File: src/rtl/traffic_controller.sv
// Per-round car spawn scheduler: spaces spawns per lane with LFSR-randomised gaps,
// grants at most one spawn per frame, and clears all cars at round end.
module traffic_controller #(
  parameter int unsigned NUM_LANES  = 4,
  parameter logic [9:0]  LANE_Y0    = 10'd120,
  parameter logic [9:0]  LANE_PITCH = 10'd32,
  parameter logic [7:0]  FIRST_GAP  = 8'd20,
  parameter logic [7:0]  MIN_GAP    = 8'd60,
  parameter logic [15:0] LFSR_SEED  = 16'hACE1
) (
  input  logic                      FrameClk,
  input  logic                      Reset,
  input  logic                      RoundStart,
  input  logic                      RoundEnd,
  input  logic                      Pause,
  input  logic [1:0]                Difficulty,
  output logic [2*NUM_LANES-1:0]    SpawnEnable,
  output logic [4*NUM_LANES-1:0]    SlotType,
  output logic [6*NUM_LANES-1:0]    SlotSpeed,
  output logic [2*NUM_LANES-1:0]    SlotFaceLeft,
  output logic [20*NUM_LANES-1:0]   SlotSpawnX,
  output logic [20*NUM_LANES-1:0]   SlotSpawnY,
  output logic                      Busy
);

  localparam int unsigned NUM_SLOTS = 2 * NUM_LANES;

  typedef enum logic [1:0] {
    S_IDLE,
    S_LOAD,
    S_RUN
  } state_t;

  state_t                    state_q, state_d;
  logic [15:0]               lfsr_q, lfsr_d;
  logic [1:0]                diff_q, diff_d;
  logic [7:0]                timer_q [NUM_LANES];
  logic [7:0]                timer_d [NUM_LANES];
  logic [1:0]                fill_q  [NUM_LANES];
  logic [1:0]                fill_d  [NUM_LANES];
  logic [NUM_SLOTS-1:0]      en_q, en_d;
  logic [NUM_SLOTS-1:0]      face_q, face_d;
  logic [2*NUM_SLOTS-1:0]    type_q, type_d;
  logic [3*NUM_SLOTS-1:0]    spd_q, spd_d;
  logic [10*NUM_SLOTS-1:0]   x_q, x_d;
  logic [10*NUM_SLOTS-1:0]   y_q, y_d;

  logic                      grant;
  int unsigned               gl;
  int unsigned               sidx;

  function automatic logic [15:0] lfsr_step(input logic [15:0] v);
    return v[0] ? ({1'b0, v[15:1]} ^ 16'hB400) : {1'b0, v[15:1]};
  endfunction

  always_ff @(posedge FrameClk or posedge Reset) begin
    if (Reset) begin
      state_q <= S_IDLE;
      lfsr_q  <= LFSR_SEED;
      diff_q  <= '0;
      timer_q <= '{default: '0};
      fill_q  <= '{default: '0};
      en_q    <= '0;
      face_q  <= '0;
      type_q  <= '0;
      spd_q   <= '0;
      x_q     <= '0;
      y_q     <= '0;
    end else begin
      state_q <= state_d;
      lfsr_q  <= lfsr_d;
      diff_q  <= diff_d;
      timer_q <= timer_d;
      fill_q  <= fill_d;
      en_q    <= en_d;
      face_q  <= face_d;
      type_q  <= type_d;
      spd_q   <= spd_d;
      x_q     <= x_d;
      y_q     <= y_d;
    end
  end

  always_comb begin
    state_d = state_q;
    lfsr_d  = lfsr_q;
    diff_d  = diff_q;
    timer_d = timer_q;
    fill_d  = fill_q;
    en_d    = en_q;
    face_d  = face_q;
    type_d  = type_q;
    spd_d   = spd_q;
    x_d     = x_q;
    y_d     = y_q;
    grant   = 1'b0;
    gl      = 0;
    sidx    = 0;
    case (state_q)
      S_IDLE: begin
        if (!RoundEnd && RoundStart) state_d = S_LOAD;
      end
      S_LOAD: begin
        lfsr_d = lfsr_step(lfsr_q);
        if (RoundEnd) begin
          state_d = S_IDLE;
        end else begin
          state_d = S_RUN;
          diff_d  = Difficulty;
          for (int unsigned i = 0; i < NUM_LANES; i++) begin
            timer_d[i] = 8'(FIRST_GAP * i);
            fill_d[i]  = '0;
          end
        end
      end
      S_RUN: begin
        if (RoundEnd) begin
          state_d = S_IDLE;
          en_d    = '0;
        end else if (!Pause) begin
          lfsr_d = lfsr_step(lfsr_q);
          // Expired lanes that lose arbitration keep timer 0 and retry next frame.
          for (int unsigned i = 0; i < NUM_LANES; i++) begin
            if (fill_q[i] < 2'd2) begin
              if (timer_q[i] == 8'd0) begin
                if (!grant) begin
                  grant = 1'b1;
                  gl    = i;
                end
              end else begin
                timer_d[i] = timer_q[i] - 8'd1;
              end
            end
          end
          if (grant) begin
            sidx               = 2 * gl + 32'(fill_q[gl]);
            en_d[sidx]         = 1'b1;
            type_d[2*sidx +: 2] = lfsr_q[1:0];
            spd_d[3*sidx +: 3]  = 3'd1 + {1'b0, diff_q} + {2'b00, gl[0]};
            face_d[sidx]        = ~gl[0];
            x_d[10*sidx +: 10]  = gl[0] ? 10'd51 : 10'd740;
            y_d[10*sidx +: 10]  = LANE_Y0 + 10'(LANE_PITCH * gl);
            fill_d[gl]          = fill_q[gl] + 2'd1;
            timer_d[gl]         = MIN_GAP + {2'b00, lfsr_q[5:0]};
          end
        end
      end
      default: state_d = S_IDLE;
    endcase
  end

  assign SpawnEnable  = en_q;
  assign SlotType     = type_q;
  assign SlotSpeed    = spd_q;
  assign SlotFaceLeft = face_q;
  assign SlotSpawnX   = x_q;
  assign SlotSpawnY   = y_q;
  assign Busy         = (state_q != S_IDLE);

endmodule

File: config.mk
export PLATFORM = sky130hd
export DESIGN_NAME = traffic_controller
export DESIGN_NICKNAME = d
export VERILOG_FILES = /design/src/rtl/traffic_controller.sv
export SDC_FILE = /design/constraint.sdc
export NUM_CORES = 1
export LEC_CHECK = 0
export ABC_AREA = 1
export ABC_CLOCK_PERIOD_IN_PS = 9400
export BUFFER_PORTS_ARGS = -buffer_cell sky130_fd_sc_hd__clkbuf_2
export CAP_MARGIN = 15
export CORE_UTILIZATION = 35
export CTS_CLUSTER_SIZE = 28
export DETAILED_ROUTE_END_ITERATION = 8
export PLACE_DENSITY = 0.58
export SLEW_MARGIN = 30
export SYNTH_ARGS = -nofsm -noshare
export SYNTH_HDL_FRONTEND = slang
export SYNTH_SLANG_ARGS = --single-unit
File: constraint.sdc
create_clock -name FrameClk -period 9.4 [get_ports FrameClk]
set_input_delay 0.94 -clock FrameClk [delete_from_list [all_inputs] [get_ports FrameClk]]
set_output_delay 0.94 -clock FrameClk [all_outputs]
set_load 0.01 [all_outputs]
; ---- Word-level counts from Yosys, hierarchy flattened
; Cells that the tools add are included.
[classes]
n_addsub = 13
mul = 2
div_mod_pow = 0
order_cmp = 8
eq_ne = 9
shifts = 7
mux = 90
bitwise_logic = 6
reduce_logical = 19
[op_table]
columns = cell, count
row1 = $mux 32, 13
row2 = $mux 8, 28
row3 = $bwmux 80, 2
row4 = $shiftx 10x34->80, 2
row5 = $neg 32->34, 3
row6 = $shift 10x34->80 const A, 1
row7 = $pmux 32 s2, 1
row8 = $mux 16, 3
row9 = $shift 2x34->16 const A, 1
row10 = $shift 3x34->24 const A, 1
row11 = $shiftx 2x34->16, 1
row12 = $shiftx 3x34->24, 1
row13 = $ge 33x3->1 const B, 1
row14 = $lt 33x1->1 const B, 1
row15 = $not 32->33, 1
row16 = $add 32x2->32, 1
row17 = $bwmux 32, 1
row18 = $ge 32x1->1 const B, 1
row19 = $logic_not 8->1, 4
row20 = $lt 32x4->1 const B, 1
row21 = $mul 2x32->32 const A, 1
row22 = $mul 3x32->31 const A, 1
row23 = $pmux 16 s2, 1
row24 = $sub 8x1->8 const B, 4
row25 = other kinds (32), 79
[totals]
reg_bits = 276
latchBits = 0
mem_bits_rw = 0
romBits = 0
inputBits = 7
output_inout_bits = 217
wordCells = 171
n_memories = 0

; ---- Depth between registers and ports, before layout
[logic_depth]
ltp_word = 35
mapped_depth = 34
mapped_depth_nobuf = 31

; ---- Worst setup path after synthesis
; Ideal clock, no wire load.
[synth_timing]
path_type = reg-to-reg
from = register timer_q[0] in the netlist's numbering
to = register spd_q[5], in the netlist SlotSpeed[5]
setup_ns = 0.120
t_arrival_ns = 4.930
required_time_ns = 9.280
path_slack_ns = 4.351
stages_incl_launch_ff = 32
n_path_buf = 4
period_less_slack_ns = 5.049
path_cell_list = dfrtp_1 > inv_1 > ha_1 > nand2_1 > nor2_1 > nand2_2 > nor2_8 > nand2_2 > nand2_4 > nand2_4 > buf_6 > inv_1 > clkbuf_1 > ha_1 > clkbuf_1 > inv_1 > clkbuf_1 > fa_1 > xor2_1 > inv_1 > nand4_2 > nor2_1 > ha_1 > inv_1 > nor2_2 > inv_1 > nor2_2 > inv_1 > nor2_1 > nand2_1 > o21ai_0 > inv_1
[synth_between]
elab_chain_cells = 15
word_cells_on_any_way = 23
classes_between = add/sub: 3 / mul: 1 / shift: 2 / mux: 14 / bitwise: 1 / reduce/logical: 2
[synth_lines]
columns = item, line
row1 = from (decl), 37  ; logic [7:0] timer_q [NUM_LANES];
row2 = from (signal assigned), 73  ; timer_q <= timer_d;
row3 = $logic_not 8->1 (*), 125  ; if (timer_q[i] == 8'd0) begin
row4 = $mux 32, 125
row5 = $mux 32, 124  ; if (fill_q[i] < 2'd2) begin
row6 = $mux 32, 120  ; end else if (!Pause) begin
row7 = $mux 32, 117  ; if (RoundEnd) begin
row8 = $mux 32, 99  ; case (state_q)
row9 = $not 32->33 (not written as such), 136  ; sidx = 2 * gl + 32'(fill_q[gl]);
row10 = $bmux 2 s2, 136
row11 = $mux 2 (not written as such) (2 in a row), 136
row12 = $add 32x2->32, 136
row13 = $mul 2x32->32, 139  ; spd_d[3*sidx +: 3] = 3'd1 + {1'b0, diff_q} + {2'b00, gl[0]};
row14 = $neg 32->34, 139
row15 = $shiftx 3x34->24 or $shift 3x34->24 (tied branches), 139
row16 = $bwmux 24, 139
row17 = to (signal assigned), 78  ; spd_q <= spd_d;
row18 = to (decl), 44  ; logic [3*NUM_SLOTS-1:0] spd_q, spd_d;
; Mark *: on every way between the ends. The rest lies on a longest branch, timed or not. The select of a mux whose other input is x is not followed.
; A chain may end at the register's enable or synchronous reset.

; ---- Final worst setup path
[layout_timing]
from = register timer_q[0] in the netlist's numbering
to = register x_q[57], in the netlist SlotSpawnX[57]
[layout_between]
elab_chain_cells = 15
word_cells_on_any_way = 23
classes_between = add/sub: 2 / mul: 1 / shift: 2 / mux: 15 / bitwise: 1 / reduce/logical: 2
[layout_lines]
columns = item, line
row1 = $logic_not 8->1 (*), 125
row2 = $mux 32, 125
row3 = $mux 32, 124
row4 = $mux 32, 120
row5 = $mux 32, 117
row6 = $mux 32, 99
row7 = $not 32->33 (not written as such), 136
row8 = $bmux 2 s2, 136
row9 = $mux 2 (not written as such) (2 in a row), 136
row10 = $add 32x2->32, 136
row11 = $mul 3x32->31, 141  ; x_d[10*sidx +: 10] = gl[0] ? 10'd51 : 10'd740;
row12 = $neg 32->34, 141
row13 = $shiftx 10x34->80 or $shift 10x34->80 (tied branches), 141
row14 = $bwmux 80, 141
row15 = to (signal assigned), 67  ; x_q <= '0;
row16 = to (signal assigned), 79  ; x_q <= x_d;
row17 = to (decl), 45  ; logic [10*NUM_SLOTS-1:0] x_q, x_d;
; Marks and branches as above.

==> flow_metrics.env <==
export IMPL_status="completed"
export IMPL_clkPwrFrac=0.255
export IMPL_cts_resized=0
export IMPL_antenna_left=0
export IMPL_synth_ff_latch_count=276
export IMPL_drtIter0Drc=1141
export IMPL_ys_types=58
export IMPL_cts_tree="yes"
export IMPL_synth_flop_cell="dfrtp_1"
export IMPL_vdd_drop_max_mv=0.2320
export IMPL_synth_edff_count=0
export IMPL_worst_path_max_fanout=20
export IMPL_seq_area_frac_synth=0.4529
export IMPL_final_util=0.4190
export IMPL_nNetsFinal=2281
export IMPL_wl_per_cell_um=17.45
export IMPL_cellLeakagePower_nw=9.121
export IMPL_yosysMostFrequentCell="nand2_1"
export IMPL_insertion_delay_ns=0.55
export IMPL_grt_pass1_vias=13936
export IMPL_endpoint_kind="flop"
export IMPL_synth_top_cell_by_area="dfrtp_1"
export IMPL_crit_type="flop to flop"
export IMPL_p_sw_frac=0.4883
export IMPL_crit_required_ns=9.83
export IMPL_post_cts_buffers=0
export IMPL_syn_inst=2024
export IMPL_dpl_cell_count=2788
export IMPL_dp_slack_ns=3.115
export IMPL_setup_viol=0
export IMPL_hold_depth=2
export IMPL_pwr_share_comb=0.482
export IMPL_post_route_min_period_ns=6.427
export IMPL_final_cells=2850
export IMPL_boundaryPins=224
export IMPL_path_delay_family="simple AND/OR/NAND/NOR gates"
export IMPL_rows=76
export IMPL_yosys_warnings=0
export IMPL_diodes=0
export IMPL_finalHoldViolations=0
export IMPL_path_buf_inv=4
export IMPL_gp_congestion=0.9494
export IMPL_die_h_um=210.9
export IMPL_fill_cells=4518
export IMPL_syn_avg_cell_area_um2=7.545
export IMPL_timing_final_crit_share=0.6837
export IMPL_rsz0062_at_grt="no"
export IMPL_slew_violations=0
export IMPL_cellInternalPower_mw=2.681
export IMPL_grt_pass1_wl_um=78320
export IMPL_critPathSlowestCell="nand3_1"
export IMPL_dpl_hpwl_um=36750
export IMPL_finalPower_mw=5.239
export IMPL_via_per_inst=5.066
export IMPL_path_depth=27
export IMPL_htree_levels=2
export IMPL_cp_start_kind="flop"
export IMPL_drt_first_pass_iters=5
export IMPL_synth_top_area_frac=0.4392
export IMPL_whs_ns=0.4705
export IMPL_clock_sinks=276
export IMPL_syn_to_final_growth_pct=18.20
export IMPL_fmax_ghz=0.1556
export IMPL_die_x_um=210.9
export IMPL_slowest_delay_ns=0.59
export IMPL_dpl_cell_area_um2=16900
export IMPL_finClkSkew_ns=0.01436
export IMPL_tightest_slew_ns=0.9897
export IMPL_clk_pin_slew_ns=0.06
export IMPL_initial_core_util=0.3545
export IMPL_synthTopCellsByCount="578 x nand2_1, 268 x dfrtp_1, 226 x inv_1"
export IMPL_synth_nets=2065
export IMPL_powerDensity_nw_per_um2=290.3
export IMPL_fp_dieArea_um2=44470
export IMPL_numCtsBuffers=34
export IMPL_port_buffers=223
export IMPL_clockRootBuffer="clkbuf_16"
export IMPL_drc=0
export IMPL_synthTopCellsByArea="dfrtp_1 44%, nand2_1 14%, inv_1 5.6%"
export IMPL_grtUsageTotal=0.2247
export IMPL_antenna_found_initial=0
export IMPL_cp_data_arrival_time_ns=6.85
export IMPL_relSlewSlack=0.3347
export IMPL_vias=14437
export IMPL_maxCapViolations=0
export IMPL_ctsHoldBuffers=0
export IMPL_routed_wl_um=49740
export IMPL_hp_class="flop to flop"
export IMPL_fin_ws_ns=2.973
export IMPL_synthesis_area_um2=15270
export IMPL_coreArea_um2=43080
export IMPL_drive_gt1_frac=0.1762
export IMPL_cp_common_cell="nand2_1"
export IMPL_grt_max_degree=173
export IMPL_setup_tns_ns=0
export IMPL_r2r_cells=27
export IMPL_cts_max_path_buffers=3
export IMPL_p_seq_frac=0.263
export IMPL_final_area_um2=18050
export IMPL_ys_async_sr_fraction=1.000
export IMPL_grt_overflow=0
export IMPL_p_sw_mw=2.558
-- logic make-up after synthesis --
group | after synthesis | share of synthesized area
fa+ha+maj | 34 | 0.02884
compound gates | 355 | 0.1269
buf+inv | 298 | 0.07980
simple gates | 1041 | 0.2997
mux | 2 | 0.001475
flops | 276 | 0.4529
xor+xnor | 18 | 0.01032
-- flip-flops by register name, summed over array words and instances (netlist names) --
signal        flops
SlotSpawnX       80
SlotSpawnY       80
timer_q          32
SlotSpeed        24
SlotType         16
lfsr_q           16
SlotFaceLeft      8
SpawnEnable       8
fill_q            8
diff_q            2
state_q           2
-- worst reg2reg max path: stages, from the launching register on --
cell	delay (ns)
dfrtp_1	0.38
inv_1	0.15
ha_1	0.18
nand2_1	0.05
nor2_1	0.12
nand2_2	0.11
nor2_8	0.16
nand2_2	0.09
nand2_4	0.11
nand2_4	0.14
inv_1	0.54
ha_1	0.51
ha_1	0.38
ha_1	0.17
inv_1	0.06
fa_1	0.37
xnor2_1	0.29
nor2_1	0.10
nand2_1	0.18
inv_1	0.11
nand3_1	0.59
nand2_1	0.23
nor2_2	0.46
nand2_2	0.15
o21ai_2	0.26
nand2_1	0.23
nand2_1	0.12
o21ai_1	0.07
-- power groups by stage --
stage / clock network (mW) / registers, mW / logic [mW]
after floorplan: 0 / 1.40 / 1.78
after global placement: 0 / 1.40 / 2.47
after detailed placement: 0 / 1.40 / 2.49
after CTS: 1.37 / 1.38 / 2.50
after global routing: 1.41 / 1.39 / 2.77
final: 1.34 / 1.38 / 2.52
-- layout by cell type (no fill, tap or decap), drive strengths merged, types with 8 or more instances in the layout --
master / n
nand2: 607
clkbuf: 273
dfrtp: 268
inv: 246
o21ai: 246
nor2: 228
nand3: 131
a21oi: 53
ha: 32
nand4: 31
nor3: 29
xor2: 15
o22ai: 10
clkinv: 10
a31oi: 8
dfstp: 8
-- final timing paths --
kind / from / endpoint / slack [ns]
worst max-delay path: timer_q[0] / SlotSpawnX[57] / 2.97
worst min-delay path: SlotSpawnY[3] / SlotSpawnY[3] / 0.47
worst max register to register: timer_q[0] / SlotSpawnX[57] / 2.97
worst min register to register: SlotSpawnY[3] / SlotSpawnY[3] / 0.47
max in group asynchronous: Reset / SlotSpeed[7] / 7.45
min in group asynchronous: Reset / SlotSpawnY[60] / 0.54
-- metal layers --
| layer | vias up | GRT usage | share of wire |
|---|---|---|---|
| li1 | 7000 | - | - |
| met1 | 6875 | 0.2957 | 0.44 |
| met2 | 484 | 0.3677 | 0.46 |
| met3 | 78 | 0.04103 | 0.068 |
| met4 | 0 | 0.08321 | 0.029 |
| met5 | - | 0 | 0 |
-- area by class of cell --
class | instances | area (um^2) | area share
flip-flops and latches | 276 | 6917 | 0.3832
well taps | 585 | 732.0 | 0.04055
inverters | 248 | 940.9 | 0.05213
clock buffers | 50 | 970.9 | 0.05379
clock inverters | 11 | 152.6 | 0.008457
repair buffers | 230 | 1201 | 0.06655
multi-input cells | 1450 | 7136 | 0.3953
No activity file was read; power rests on OpenSTA's default activity.
